===== config.mk =====
export PLATFORM = sky130hd
export DESIGN_NAME = page_digits_editor
export DESIGN_NICKNAME = d
export VERILOG_FILES = /design/src/rtl/page_digits_editor.sv
export SDC_FILE = /design/constraint.sdc
export NUM_CORES = 1
export LEC_CHECK = 0
export BUFFER_PORTS_ARGS = -buffer_cell sky130_fd_sc_hd__buf_4
export CAP_MARGIN = 20
export CORE_UTILIZATION = 40
export DETAILED_ROUTE_END_ITERATION = 12
export PLACE_DENSITY = 0.65
export SYNTH_ARGS = -nofsm -noshare
export SYNTH_HDL_FRONTEND = slang
export SYNTH_SLANG_ARGS = --single-unit

===== constraint.sdc =====
create_clock -name vga_clk -period 5.8 [get_ports vga_clk]
set_input_delay 1.16 -clock vga_clk [delete_from_list [all_inputs] [get_ports vga_clk]]
set_output_delay 1.16 -clock vga_clk [all_outputs]
set_load 0.1 [all_outputs]

===== src/rtl/page_digits_editor.sv =====
// Config page renderer: background image plus NUM_DIGITS scaled hex glyphs.
// In edit mode, keys move a blinking cursor and step the selected nibble.
module page_digits_editor #(
  parameter int          NUM_DIGITS   = 4,
  parameter int          GLYPH_W      = 16,
  parameter int          GLYPH_H      = 32,
  parameter int          SCALE_LOG2   = 1,
  parameter int          X0           = 256,
  parameter int          Y0           = 176,
  parameter logic [11:0] FG_COLOR     = 12'h000,
  parameter logic [11:0] CUR_COLOR    = 12'h00F,
  parameter int          BLINK_FRAMES = 30
) (
  input  logic                    vga_clk,
  input  logic                    vga_rst,
  input  logic [9:0]              x_pos,
  input  logic [9:0]              y_pos,
  input  logic [4:0]              keys,
  input  logic                    edit_en,
  input  logic [4*NUM_DIGITS-1:0] disp_num,
  output logic [18:0]             bg_addr,
  input  logic [11:0]             bg_data,
  output logic [15:0]             font_addr,
  input  logic                    font_bit,
  output logic [4*NUM_DIGITS-1:0] value_out,
  output logic [2:0]              cursor_idx,
  output logic [11:0]             pixel_data
);

  localparam int NW     = 4 * NUM_DIGITS;
  localparam int CELL_W = GLYPH_W << SCALE_LOG2;
  localparam int BOX_W  = NUM_DIGITS * CELL_W;
  localparam int BOX_H  = GLYPH_H << SCALE_LOG2;
  localparam int CW     = (BLINK_FRAMES > 1) ? $clog2(BLINK_FRAMES) : 1;

  localparam logic [10:0]   X_LO      = 11'(X0);
  localparam logic [10:0]   X_HI      = 11'(X0 + BOX_W);
  localparam logic [10:0]   Y_LO      = 11'(Y0);
  localparam logic [10:0]   Y_HI      = 11'(Y0 + BOX_H);
  localparam logic [9:0]    CELL_W_V  = 10'(CELL_W);
  localparam logic [9:0]    GLYPH_W_V = 10'(GLYPH_W);
  localparam logic [15:0]   GLYPH_W16 = 16'(GLYPH_W);
  localparam logic [15:0]   ROW_16    = 16'(16 * GLYPH_W);
  localparam logic [2:0]    MAX_CUR   = 3'(NUM_DIGITS - 1);
  localparam logic [CW-1:0] LAST_FR   = CW'(BLINK_FRAMES - 1);

  localparam int K_LEFT  = 0;
  localparam int K_RIGHT = 1;
  localparam int K_INC   = 2;
  localparam int K_DEC   = 3;
  localparam int K_LOAD  = 4;

  logic [NW-1:0] r_value;
  logic [2:0]    r_cursor;
  logic [4:0]    r_keys_prev;
  logic          r_origin_prev;
  logic          r_blink_on;
  logic [CW-1:0] r_frame_cnt;
  logic          r_in_box;
  logic          r_cursor_digit;
  logic          r_visible;
  logic [11:0]   r_pixel;

  logic          w_visible;
  logic          w_in_box;
  logic [9:0]    w_dx;
  logic [9:0]    w_dy;
  logic [9:0]    w_pos;
  logic [9:0]    w_gx;
  logic [9:0]    w_gy;
  logic [NW-1:0] w_src;
  logic [3:0]    w_nib;
  logic [18:0]   w_bg_addr;
  logic          w_cursor_hit;
  logic [4:0]    w_act;
  logic [NW-1:0] w_value_nxt;
  logic          w_val_chg;
  logic [2:0]    w_cursor_nxt;
  logic          w_move;
  logic          w_tick;
  logic [11:0]   w_pixel;

  assign value_out  = r_value;
  assign cursor_idx = r_cursor;
  assign pixel_data = r_pixel;

  // Address generation: purely combinational so the ROM read lines up with stage 1.
  always_comb begin
    w_visible = (x_pos < 10'd640) && (y_pos < 10'd480);
    w_in_box  = w_visible &&
                ({1'b0, x_pos} >= X_LO) && ({1'b0, x_pos} < X_HI) &&
                ({1'b0, y_pos} >= Y_LO) && ({1'b0, y_pos} < Y_HI);
    w_dx  = x_pos - X_LO[9:0];
    w_dy  = y_pos - Y_LO[9:0];
    w_pos = w_dx / CELL_W_V;
    w_gx  = (w_dx >> SCALE_LOG2) % GLYPH_W_V;
    w_gy  = w_dy >> SCALE_LOG2;
    w_src = edit_en ? r_value : disp_num;
    w_nib = 4'd0;
    for (int i = 0; i < NUM_DIGITS; i++) begin
      if (w_pos == 10'(NUM_DIGITS - 1 - i)) w_nib = w_src[i*4 +: 4];
    end
    w_bg_addr    = 19'(x_pos) + 19'(y_pos) * 19'd640;
    bg_addr      = w_visible ? w_bg_addr : 19'd0;
    font_addr    = w_in_box ? (16'(w_nib) * GLYPH_W16 + 16'(w_gx) + 16'(w_gy) * ROW_16) : 16'd0;
    w_cursor_hit = w_in_box && (w_pos == 10'(r_cursor));
  end

  // Key actions: only fresh rising edges count, and only in edit mode.
  always_comb begin
    w_act        = edit_en ? (keys & ~r_keys_prev) : 5'd0;
    w_value_nxt  = r_value;
    w_val_chg    = 1'b0;
    w_cursor_nxt = r_cursor;
    w_move       = 1'b0;
    if (w_act[K_LOAD]) begin
      w_value_nxt = disp_num;
      w_val_chg   = 1'b1;
    end else if (w_act[K_INC] ^ w_act[K_DEC]) begin
      w_val_chg = 1'b1;
      for (int i = 0; i < NUM_DIGITS; i++) begin
        if (r_cursor == 3'(NUM_DIGITS - 1 - i)) begin
          if (w_act[K_INC]) w_value_nxt[i*4 +: 4] = r_value[i*4 +: 4] + 4'd1;
          else              w_value_nxt[i*4 +: 4] = r_value[i*4 +: 4] - 4'd1;
        end
      end
    end
    if (w_act[K_LEFT] ^ w_act[K_RIGHT]) begin
      w_move = 1'b1;
      if (w_act[K_LEFT]) w_cursor_nxt = (r_cursor == 3'd0) ? MAX_CUR : r_cursor - 3'd1;
      else               w_cursor_nxt = (r_cursor == MAX_CUR) ? 3'd0 : r_cursor + 3'd1;
    end
    w_tick = (x_pos == 10'd0) && (y_pos == 10'd0) && !r_origin_prev;
  end

  always_ff @(posedge vga_clk) begin
    if (vga_rst) begin
      r_value       <= '0;
      r_cursor      <= 3'd0;
      r_keys_prev   <= 5'd0;
      r_origin_prev <= 1'b0;
      r_blink_on    <= 1'b1;
      r_frame_cnt   <= '0;
    end else begin
      r_value       <= w_value_nxt;
      r_cursor      <= w_cursor_nxt;
      r_keys_prev   <= keys;
      r_origin_prev <= (x_pos == 10'd0) && (y_pos == 10'd0);
      // Any edit restarts the blink so the cursor is shown straight away.
      if (w_val_chg || w_move) begin
        r_blink_on  <= 1'b1;
        r_frame_cnt <= '0;
      end else if (w_tick) begin
        if (r_frame_cnt == LAST_FR) begin
          r_frame_cnt <= '0;
          r_blink_on  <= ~r_blink_on;
        end else begin
          r_frame_cnt <= r_frame_cnt + 1'b1;
        end
      end
    end
  end

  always_comb begin
    w_pixel = bg_data;
    if (!r_visible)
      w_pixel = 12'd0;
    else if (r_in_box && font_bit && r_cursor_digit && edit_en && r_blink_on)
      w_pixel = CUR_COLOR;
    else if (r_in_box && font_bit)
      w_pixel = FG_COLOR;
  end

  // Stage 1 travels alongside the ROM read, stage 2 is the output pixel.
  always_ff @(posedge vga_clk) begin
    if (vga_rst) begin
      r_in_box       <= 1'b0;
      r_cursor_digit <= 1'b0;
      r_visible      <= 1'b0;
      r_pixel        <= 12'd0;
    end else begin
      r_in_box       <= w_in_box;
      r_cursor_digit <= w_cursor_hit;
      r_visible      <= w_visible;
      r_pixel        <= w_pixel;
    end
  end

endmodule


==> impl_metrics.json, run 1 <==
{
  "outcome": "completed",
  "path_max_fanout": 5,
  "yosysSeqAreaShare_pct": 24.3,
  "max_slew.worst_pin.slew_ps": 850,
  "path_class": "input pin to primary output",
  "post_cts_resized": 0,
  "postSynthCellCount": 444,
  "switchingPower_uw": 476,
  "netSwitchingFraction_pct": 41.9,
  "synth-seq-cells": 46,
  "cts_root_buf": "clkbuf_8",
  "drt_iter0_drc": 169,
  "worstHoldEndpoint": "r_frame_cnt[4]",
  "grt-ovfl-total": 0,
  "antenna_found_initial": 0,
  "p_comb_share_pct": 43.8,
  "track_usage_pct": 19.7,
  "seqPwrFrac_pct": 30.8,
  "dieArea_mm2": 0.00986,
  "period_needed_ps": 5150,
  "hp-class": "flop to flop",
  "endpoint_kind": "primary output",
  "cts.clk_slew.worst_paths_ps": 90,
  "cp.arrival_ps": 3990,
  "clock.fmax_mhz": 194,
  "finish.instance_area_mm2": 0.00491,
  "p_int_uw": 659,
  "synth_cell_types": 58,
  "r2r_end": "value_out[11]",
  "cts_buffers": 5,
  "antenna_cells": 0,
  "initial_core_util_pct": 41.2,
  "min_path_cells": 2,
  "p_per_area_mw_per_mm2": 231,
  "cp-startpoint": "y_pos[1]",
  "fin_skew_ps": 4.47,
  "reg2reg_depth": 7,
  "post_drt_wl_per_cell_um": 14.5,
  "coreArea_mm2": 0.00920,
  "insertion_delay_ps": 300,
  "portBuffers": 120,
  "placed_cell_area_mm2": 0.00477,
  "synth_flop_cell": "dfxtp_1",
  "finalSetupTns_ps": 0,
  "hold_slack_ps": 489,
  "relSlewSlack_pct": 43.2,
  "r2r_slack_ps": 3120,
  "num_vias": 3564,
  "ctsHtreeMaxLevel": 2,
  "drt-total-wl_um": 9670,
  "cts.sinks": 46,
  "pwr-share-clk_pct": 25.4,
  "finalSetupViolCount": 0,
  "grt_pass1_wl_um": 15900,
  "worstHoldStart": "r_frame_cnt[4]",
  "drive_gt1_share_pct": 28.7,
  "io_pins": 123,
  "clock_path_buffers": 2,
  "fin_nets": 660,
  "viasPerCell": 5.34,
  "drcViolationCount": 0,
  "dp_hpwl_um": 7590,
  "fp-row-count": 35,
  "cts_tree": "built",
  "finalHoldViolCount": 0,
  "period_share_pct": 88.8,
  "cp.required_ps": 4640,
  "synth_edf_count": 0,
  "gp_congestion": 0.874,
  "cts_hold_buf": 0,
  "die_x_um": 99.3,
  "dr.pass1.iters": 4,
  "avgSynthCellArea_um2": 8.53,
  "die_y_um": 99.3,
  "final_max_slew_viol_count": 0,
  "yosys_warnings": 0,
  "synthToLayoutAreaGrowth_pct": 29.7,
  "grt_max_degree": 35,
  "power.leakage_nw": 2.27,
  "ant_nets": 0,
  "r2r-start": "r_keys_prev[2]",
  "power_mw": 1.14,
  "postCtsSetupRepairBufs": 0,
  "maxCapViolCount": 0,
  "ir_worst_vdd_mv": 0.121,
  "start_kind": "input pin",
  "rsz0062_at_grt": "no",
  "final_util_pct": 53.4,
  "async_flop_share_pct": 0,
  "n_fill_cell": 856,
  "grt_pass1_vias": 3353,
  "syn_area_mm2": 0.00379
}
==> sequential cells by signal, summed over array words and instances, names as in the netlist <==
register	flops
r_cursor_digit	1
r_blink_on	1
r_frame_cnt	5
r_in_box	1
cursor_idx	3
r_visible	1
r_keys_prev	5
r_origin_prev	1
value_out	16
pixel_data	12
==> power groups by stage <==
stage	logic [mW]	registers (mW)	clock network, mW
after global routing	0.534	0.352	0.308
after detailed placement	0.497	0.356	0
after floorplan	0.290	0.444	0
after CTS	0.499	0.349	0.295
after global placement	0.493	0.356	0
final	0.498	0.349	0.288
==> critical path: stages <==
cell     delay [ps]
buf_4           140
ha_1            300
ha_1            240
fa_1            430
xor2_1          200
nand3_1         160
nor4_2          400
nand4_1         160
or3_1           390
a21oi_2         130
buf_4           300
==> per-stage QoR <==
| step | worst slack (ps) | std cells |
|---|---|---|
| 2_1_floorplan | 135 | 445 |
| 3_5_place_dp | 647 | 660 |
| 3_3_place_gp | 708 | 660 |
| 5_1_grt | 438 | 668 |
| 4_1_cts | 628 | 668 |
| 6_report | 647 | 668 |
==> how the worst max path moves through the flow <==
stage,end,slack [ps]
2_1_floorplan,bg_addr[12],140
3_3_place_gp,bg_addr[18],710
3_5_place_dp,bg_addr[18],650
4_1_cts,bg_addr[18],630
5_1_grt,bg_addr[18],440
6_report,bg_addr[18],650
==> layer usage <==
metal | wire length [um] | part of all wire, % | track usage [%]
met5 | 0 | 0 | 0
met4 | 141 | 1.5 | 5.54
met3 | 429 | 4.4 | 2.88
met2 | 4460 | 46 | 32.7
met1 | 4640 | 48 | 26.6
==> Yosys cell counts, types with 4 or more instances <==
library cell,instances,share of area (%)
a21oi_1,22,2.9
or3_1,8,1.3
mux2_2,8,2.4
and3_1,11,1.8
a21o_1,12,2.4
o22ai_1,9,1.5
a31o_2,4,0.93
xor2_1,20,4.6
nand3_1,10,1.3
nor3_1,12,1.6
nand2b_1,7,1.2
nand4_1,4,0.66
clkbuf_1,16,1.6
a311oi_1,4,0.93
and2_1,17,2.8
nand4b_1,6,1.4
xnor2_1,9,2.1
inv_1,10,0.99
fa_1,6,3.2
dfxtp_1,46,24
o21ai_0,11,1.5
mux2i_1,10,2.6
a211oi_1,17,3.4
ha_1,41,14
nor2b_1,14,2.3
nand2_1,28,2.8
nor2_1,42,4.2
==> cells by family (layout without fill, tap and decap cells) <==
| logic type | count (synthesis) | after routing | synth area share (%) |
|---|---|---|---|
| AO/OA/AOI/OAI | 91 | 91 | 16.1 |
| AND/OR/NAND/NOR | 182 | 182 | 27.4 |
| multiplexers | 18 | 18 | 5.02 |
| flip-flops | 46 | 46 | 24.3 |
| buffers and inverters | 30 | 142 | 3.64 |
| XOR/XNOR | 29 | 29 | 6.71 |
| adder cells (fa/ha/maj) | 47 | 47 | 16.7 |
| other | 1 | 2 | 0.0990 |
==> layout make-up <==
cell class / instances / area [um2] / share of cell area [%]
clock buffers: 5 / 68.8 / 1.40
clock inverters: 3 / 68.8 / 1.40
inverters: 10 / 37.5 / 0.765
multi-input cells: 369 / 2740 / 55.9
flip-flops and latches: 46 / 921 / 18.8
well taps: 111 / 139 / 2.83
repair buffers: 124 / 931 / 19.0
==> cells in the final DEF (no fill, tap or decap), types with 3 or more instances in the layout <==
| cell type | synthesis | layout |
|---|---|---|
| a211oi_1 | 17 | 16 |
| a21o_1 | 12 | 12 |
| a21oi_1 | 22 | 20 |
| a21oi_2 | 1 | 3 |
| a311oi_1 | 4 | 4 |
| a31o_2 | 4 | 4 |
| and2_1 | 17 | 17 |
| and3_1 | 11 | 11 |
| buf_4 | 2 | 124 |
| clkbuf_8 | 1 | 5 |
| dfxtp_1 | 46 | 46 |
| fa_1 | 6 | 6 |
| ha_1 | 41 | 41 |
| inv_1 | 10 | 10 |
| mux2_2 | 8 | 8 |
| mux2i_1 | 10 | 10 |
| nand2_1 | 28 | 28 |
| nand2b_1 | 7 | 7 |
| nand3_1 | 10 | 10 |
| nand4_1 | 4 | 4 |
| nand4b_1 | 6 | 6 |
| nor2_1 | 42 | 42 |
| nor2b_1 | 14 | 14 |
| nor3_1 | 12 | 12 |
| nor4b_1 | 3 | 3 |
| o21ai_0 | 11 | 11 |
| o22ai_1 | 9 | 9 |
| or3_1 | 8 | 8 |
| xnor2_1 | 9 | 9 |
| xor2_1 | 20 | 20 |
(Power assumes the default switching activity.)
==> inputs of run 2 (changes only) <==
--- a/config.mk
+++ b/config.mk
@@ -7,6 +7,7 @@
 export LEC_CHECK = 0
 export BUFFER_PORTS_ARGS = -buffer_cell sky130_fd_sc_hd__buf_4
 export CAP_MARGIN = 20
+export CORE_MARGIN = 3
 export CORE_UTILIZATION = 40
 export DETAILED_ROUTE_END_ITERATION = 12
 export PLACE_DENSITY = 0.65
==> impl_metrics.json, run 2 (synthesis results as in run 1) <==
{
  "cts_root_buf": "clkbuf_8",
  "cts_hold_buf": 0,
  "antenna_cells": 0,
  "grt_max_degree": 35,
  "fin_nets": 659,
  "track_usage_pct": 18.9,
  "cp.arrival_ps": 3960,
  "start_kind": "input pin",
  "final_max_slew_viol_count": 0,
  "path_class": "input pin to primary output",
  "switchingPower_uw": 484,
  "final_common_cell": "buf_4",
  "final_util_pct": 54.3,
  "synthToLayoutAreaGrowth_pct": 28.7,
  "netSwitchingFraction_pct": 45.7,
  "finish.instance_area_mm2": 0.00487,
  "viasPerCell": 5.27,
  "io_pins": 123,
  "hold_slack_ps": 497,
  "finalHoldViolCount": 0,
  "placed_cell_area_mm2": 0.00478,
  "cts.clk_slew.worst_paths_ps": 90,
  "grt_pass1_vias": 3476,
  "grt_pass1_wl_um": 16400,
  "gp_congestion": 0.911,
  "cts_tree": "built",
  "cts_buffers": 5,
  "pwr-share-clk_pct": 19.6,
  "drt-total-wl_um": 10100,
  "largest_reg_flops": 16,
  "fin_cells": 682,
  "die_y_um": 103,
  "fp-row-count": 34,
  "dieArea_mm2": 0.0107,
  "power_mw": 1.06,
  "maxCapViolCount": 0,
  "portBuffers": 120,
  "p_per_area_mw_per_mm2": 217,
  "max_slew.worst_pin.slew_ps": 834,
  "relSlewSlack_pct": 44.1,
  "clock_path_buffers": 2,
  "post_cts_resized": 0,
  "post_drt_wl_per_cell_um": 14.8,
  "pre_cts_ws_ps": 678,
  "hp-class": "flop to flop",
  "clock.fmax_mhz": 195,
  "finalSetupViolCount": 0,
  "outcome": "completed",
  "power.leakage_nw": 2.24,
  "num_vias": 3595,
  "initial_core_util_pct": 42.2,
  "grt-ovfl-total": 0,
  "period_share_pct": 88.2,
  "p_comb_share_pct": 47.4,
  "endpoint_kind": "primary output",
  "postCtsSetupRepairBufs": 0,
  "ctsHtreeMaxLevel": 2,
  "dp.cells": 674,
  "dp_hpwl_um": 7950,
  "ant_nets": 0,
  "coreArea_mm2": 0.00898,
  "fin_skew_ps": 9.69,
  "path_max_fanout": 5,
  "drive_gt1_share_pct": 28.4,
  "drt_iter0_drc": 137,
  "cts.sinks": 46,
  "cp.required_ps": 4640,
  "die_x_um": 103,
  "ir_worst_vdd_mv": 0.154,
  "insertion_delay_ps": 300,
  "finalWorstSetupSlack_ps": 684,
  "period_needed_ps": 5120,
  "antenna_found_initial": 0,
  "finalSetupTns_ps": 0,
  "drcViolationCount": 0,
  "rsz0062_at_grt": "no",
  "p_int_uw": 574,
  "dr.pass1.iters": 4,
  "final_cell_mix": "buf_4, dfxtp_1, nor2_1",
  "seqPwrFrac_pct": 33.0
}
## run 2: power by group through the flow
| stage | combinational [mW] | sequential, mW | clock [mW] |
|---|---|---|---|
| after CTS | 0.502 | 0.349 | 0.218 |
| after global placement | 0.494 | 0.356 | 0 |
| after floorplan | 0.290 | 0.444 | 0 |
| final | 0.501 | 0.349 | 0.207 |
| after detailed placement | 0.500 | 0.356 | 0 |
| after global routing | 0.536 | 0.353 | 0.230 |
## run 2: area by class of cell
class	count	area, um2
fillers	872	4100
multi-input cells	369	2740
repair buffers	123	923
flip-flops and latches	46	921
well taps	126	158
clock buffers	5	68.8
inverters	10	37.5
clock inverters	3	25.0
## run 2: worst paths after layout
check            startpoint              to  slack [ps]  depth (start not counted)
min reg2reg  r_frame_cnt[4]  r_frame_cnt[4]         500                          2
max                y_pos[1]     bg_addr[18]         680                         11
max reg2reg  r_keys_prev[2]    value_out[7]        3150                          7
min          r_frame_cnt[4]  r_frame_cnt[4]         500                          2
## run 2: layer usage
layer  track usage, %  part of all wire [%]  up-vias
met5                0                     0        -
met4             3.69                  0.62        0
met3             2.75                   5.8        7
met2             30.7                    45      107
li1                 -                     -     1813
met1             26.8                    48     1668
## run 2: critical path, cell delays in order
cell	delay (ps)
buf_4	140
ha_1	300
ha_1	240
fa_1	430
xor2_1	200
nand3_1	150
nor4_2	390
nand4_1	150
or3_1	380
a21oi_2	120
buf_4	290
==> inputs of run 3 (changes only) <==
==> constraint.sdc (replaced) <==
create_clock -name vga_clk -period 6.4 [get_ports vga_clk]
set_input_delay 1.28 -clock vga_clk [delete_from_list [all_inputs] [get_ports vga_clk]]
set_output_delay 1.28 -clock vga_clk [all_outputs]
set_load 0.1 [all_outputs]
==> impl_metrics.json, run 3 (synthesis results as in run 1) <==
{
  "outcome": "completed",
  "coreArea_mm2": 0.00898,
  "drt_iter0_drc": 121,
  "relSlewSlack_pct": 41.7,
  "reg2reg_depth": 7,
  "cp.arrival_ps": 4110,
  "cts.sinks": 46,
  "period_share_pct": 84.2,
  "path_class": "input pin to primary output",
  "viasPerCell": 5.22,
  "period_needed_ps": 5390,
  "p_per_area_mw_per_mm2": 210,
  "fp-row-count": 34,
  "hp-class": "flop to flop",
  "max_slew.worst_pin.slew_ps": 872,
  "n_fill_cell": 867,
  "dr.pass1.iters": 4,
  "grt_max_degree": 35,
  "grt_pass1_vias": 3467,
  "cp_cell_sequence": "buf_4 -> ha_1 -> ha_1 -> fa_1 -> xor2_1 -> nand3_1 -> nor4_2 -> nand4_1 -> or3_1 -> a21oi_1 -> buf_4",
  "fin_skew_ps": 5.85,
  "worstHoldEndpoint": "r_frame_cnt[4]",
  "portBuffers": 120,
  "drt-total-wl_um": 10100,
  "finalSetupTns_ps": 0,
  "post_cts_resized": 0,
  "post_drt_wl_per_cell_um": 14.8,
  "fin_nets": 658,
  "finalHoldViolCount": 0,
  "synthToLayoutAreaGrowth_pct": 30.0,
  "clock_path_buffers": 2,
  "dp_hpwl_um": 8010,
  "grt-ovfl-total": 0,
  "cts_hold_buf": 0,
  "io_pins": 123,
  "antenna_found_initial": 0,
  "gp_congestion": 0.916,
  "worstHoldStart": "r_frame_cnt[4]",
  "path_max_fanout": 5,
  "rsz0062_at_grt": "no",
  "cp_top_family": "simple AND/OR/NAND/NOR gates",
  "drcViolationCount": 0,
  "cts.clk_slew.worst_paths_ps": 90,
  "r2r-start": "r_keys_prev[2]",
  "r2r_end": "value_out[11]",
  "ant_nets": 0,
  "start_kind": "input pin",
  "min_path_cells": 2,
  "power.leakage_nw": 2.27,
  "num_vias": 3554,
  "die_y_um": 103,
  "cts_buffers": 5,
  "cts_tree": "built",
  "largest_reg_flops": 16,
  "dieArea_mm2": 0.0107,
  "track_usage_pct": 19.2,
  "finalWorstSetupSlack_ps": 1010,
  "insertion_delay_ps": 300,
  "r2r_slack_ps": 3680,
  "ctsHtreeMaxLevel": 2,
  "grt_pass1_wl_um": 16600,
  "pre_cts_ws_ps": 1040,
  "finalSetupViolCount": 0,
  "endpoint_kind": "primary output",
  "ir_worst_vdd_mv": 0.109,
  "critPathBufInv": 2,
  "postCtsSetupRepairBufs": 0,
  "die_x_um": 103,
  "drive_gt1_share_pct": 27.9,
  "final_common_cell": "buf_4",
  "max_stage_delay_ps": 430,
  "cpMaxStageDelayCell": "fa_1",
  "final_max_slew_viol_count": 0,
  "antenna_cells": 0,
  "cp.required_ps": 5120,
  "cts_root_buf": "clkbuf_8",
  "initial_core_util_pct": 42.2,
  "final_cell_mix": "buf_4, dfxtp_1, nor2_1",
  "clock.fmax_mhz": 186,
  "maxCapViolCount": 0
}
-- run 3: per-layer routing --
metal  share of wire (%)  GRT usage [%]  up-vias
met3                 5.7           3.62       14
met1                  47           25.9     1627
li1                    -              -     1813
met5                   0              0        -
met2                  46           31.6      100
met4                 1.5           5.18        0
-- run 3: worst max-delay path by stage --
| stage | start | end | slack (ps) | depth (start not counted) |
|---|---|---|---|---|
| after floorplan | y_pos[1] | bg_addr[18] | 290 | 9 |
| after global placement | y_pos[1] | bg_addr[18] | 1060 | 11 |
| after detailed placement | y_pos[1] | bg_addr[18] | 1040 | 11 |
| after CTS | y_pos[1] | bg_addr[18] | 1020 | 11 |
| after global routing | x_pos[8] | font_addr[6] | 720 | 10 |
| final | y_pos[1] | bg_addr[18] | 1010 | 11 |
-- run 3: worst reg2reg max path: stages (launching register included) --
cell	delay (ps)
dfxtp_1	320
nand3b_1	690
ha_1	580
a21o_1	180
a21oi_1	190
xor2_1	100
or3_1	330
a311oi_1	250
-- run 3: power breakdown --
| group | internal, mW | switching [mW] |
|---|---|---|
| clock | 0.157 | 0.107 |
| sequential | 0.300 | 0.0161 |
| combinational | 0.140 | 0.312 |
| total | 0.597 | 0.435 |
-- run 3: area by class of cell --
| type | instances | area, um2 | area share [%] |
|---|---|---|---|
| multi-input cells | 369 | 2730 | 55.5 |
| inverters | 10 | 37.5 | 0.763 |
| repair buffers | 122 | 936 | 19.0 |
| well taps | 126 | 158 | 3.20 |
| clock buffers | 5 | 68.8 | 1.40 |
| flip-flops and latches | 46 | 921 | 18.7 |
| clock inverters | 3 | 68.8 | 1.40 |
-- run 3: through the flow --
stage               power (mW)  cell area [um2]  hold WS (ps)  instances  util, %
floorplan                0.664             3790           449        445        -
global placement         0.767             4760           468        672     53.0
detailed placement       0.774             4780           481        673     53.3
CTS                       1.04             4920           496        681     54.8
global route              1.09             4920           544        681     54.8
finish                    1.03             4920           502        681     54.8
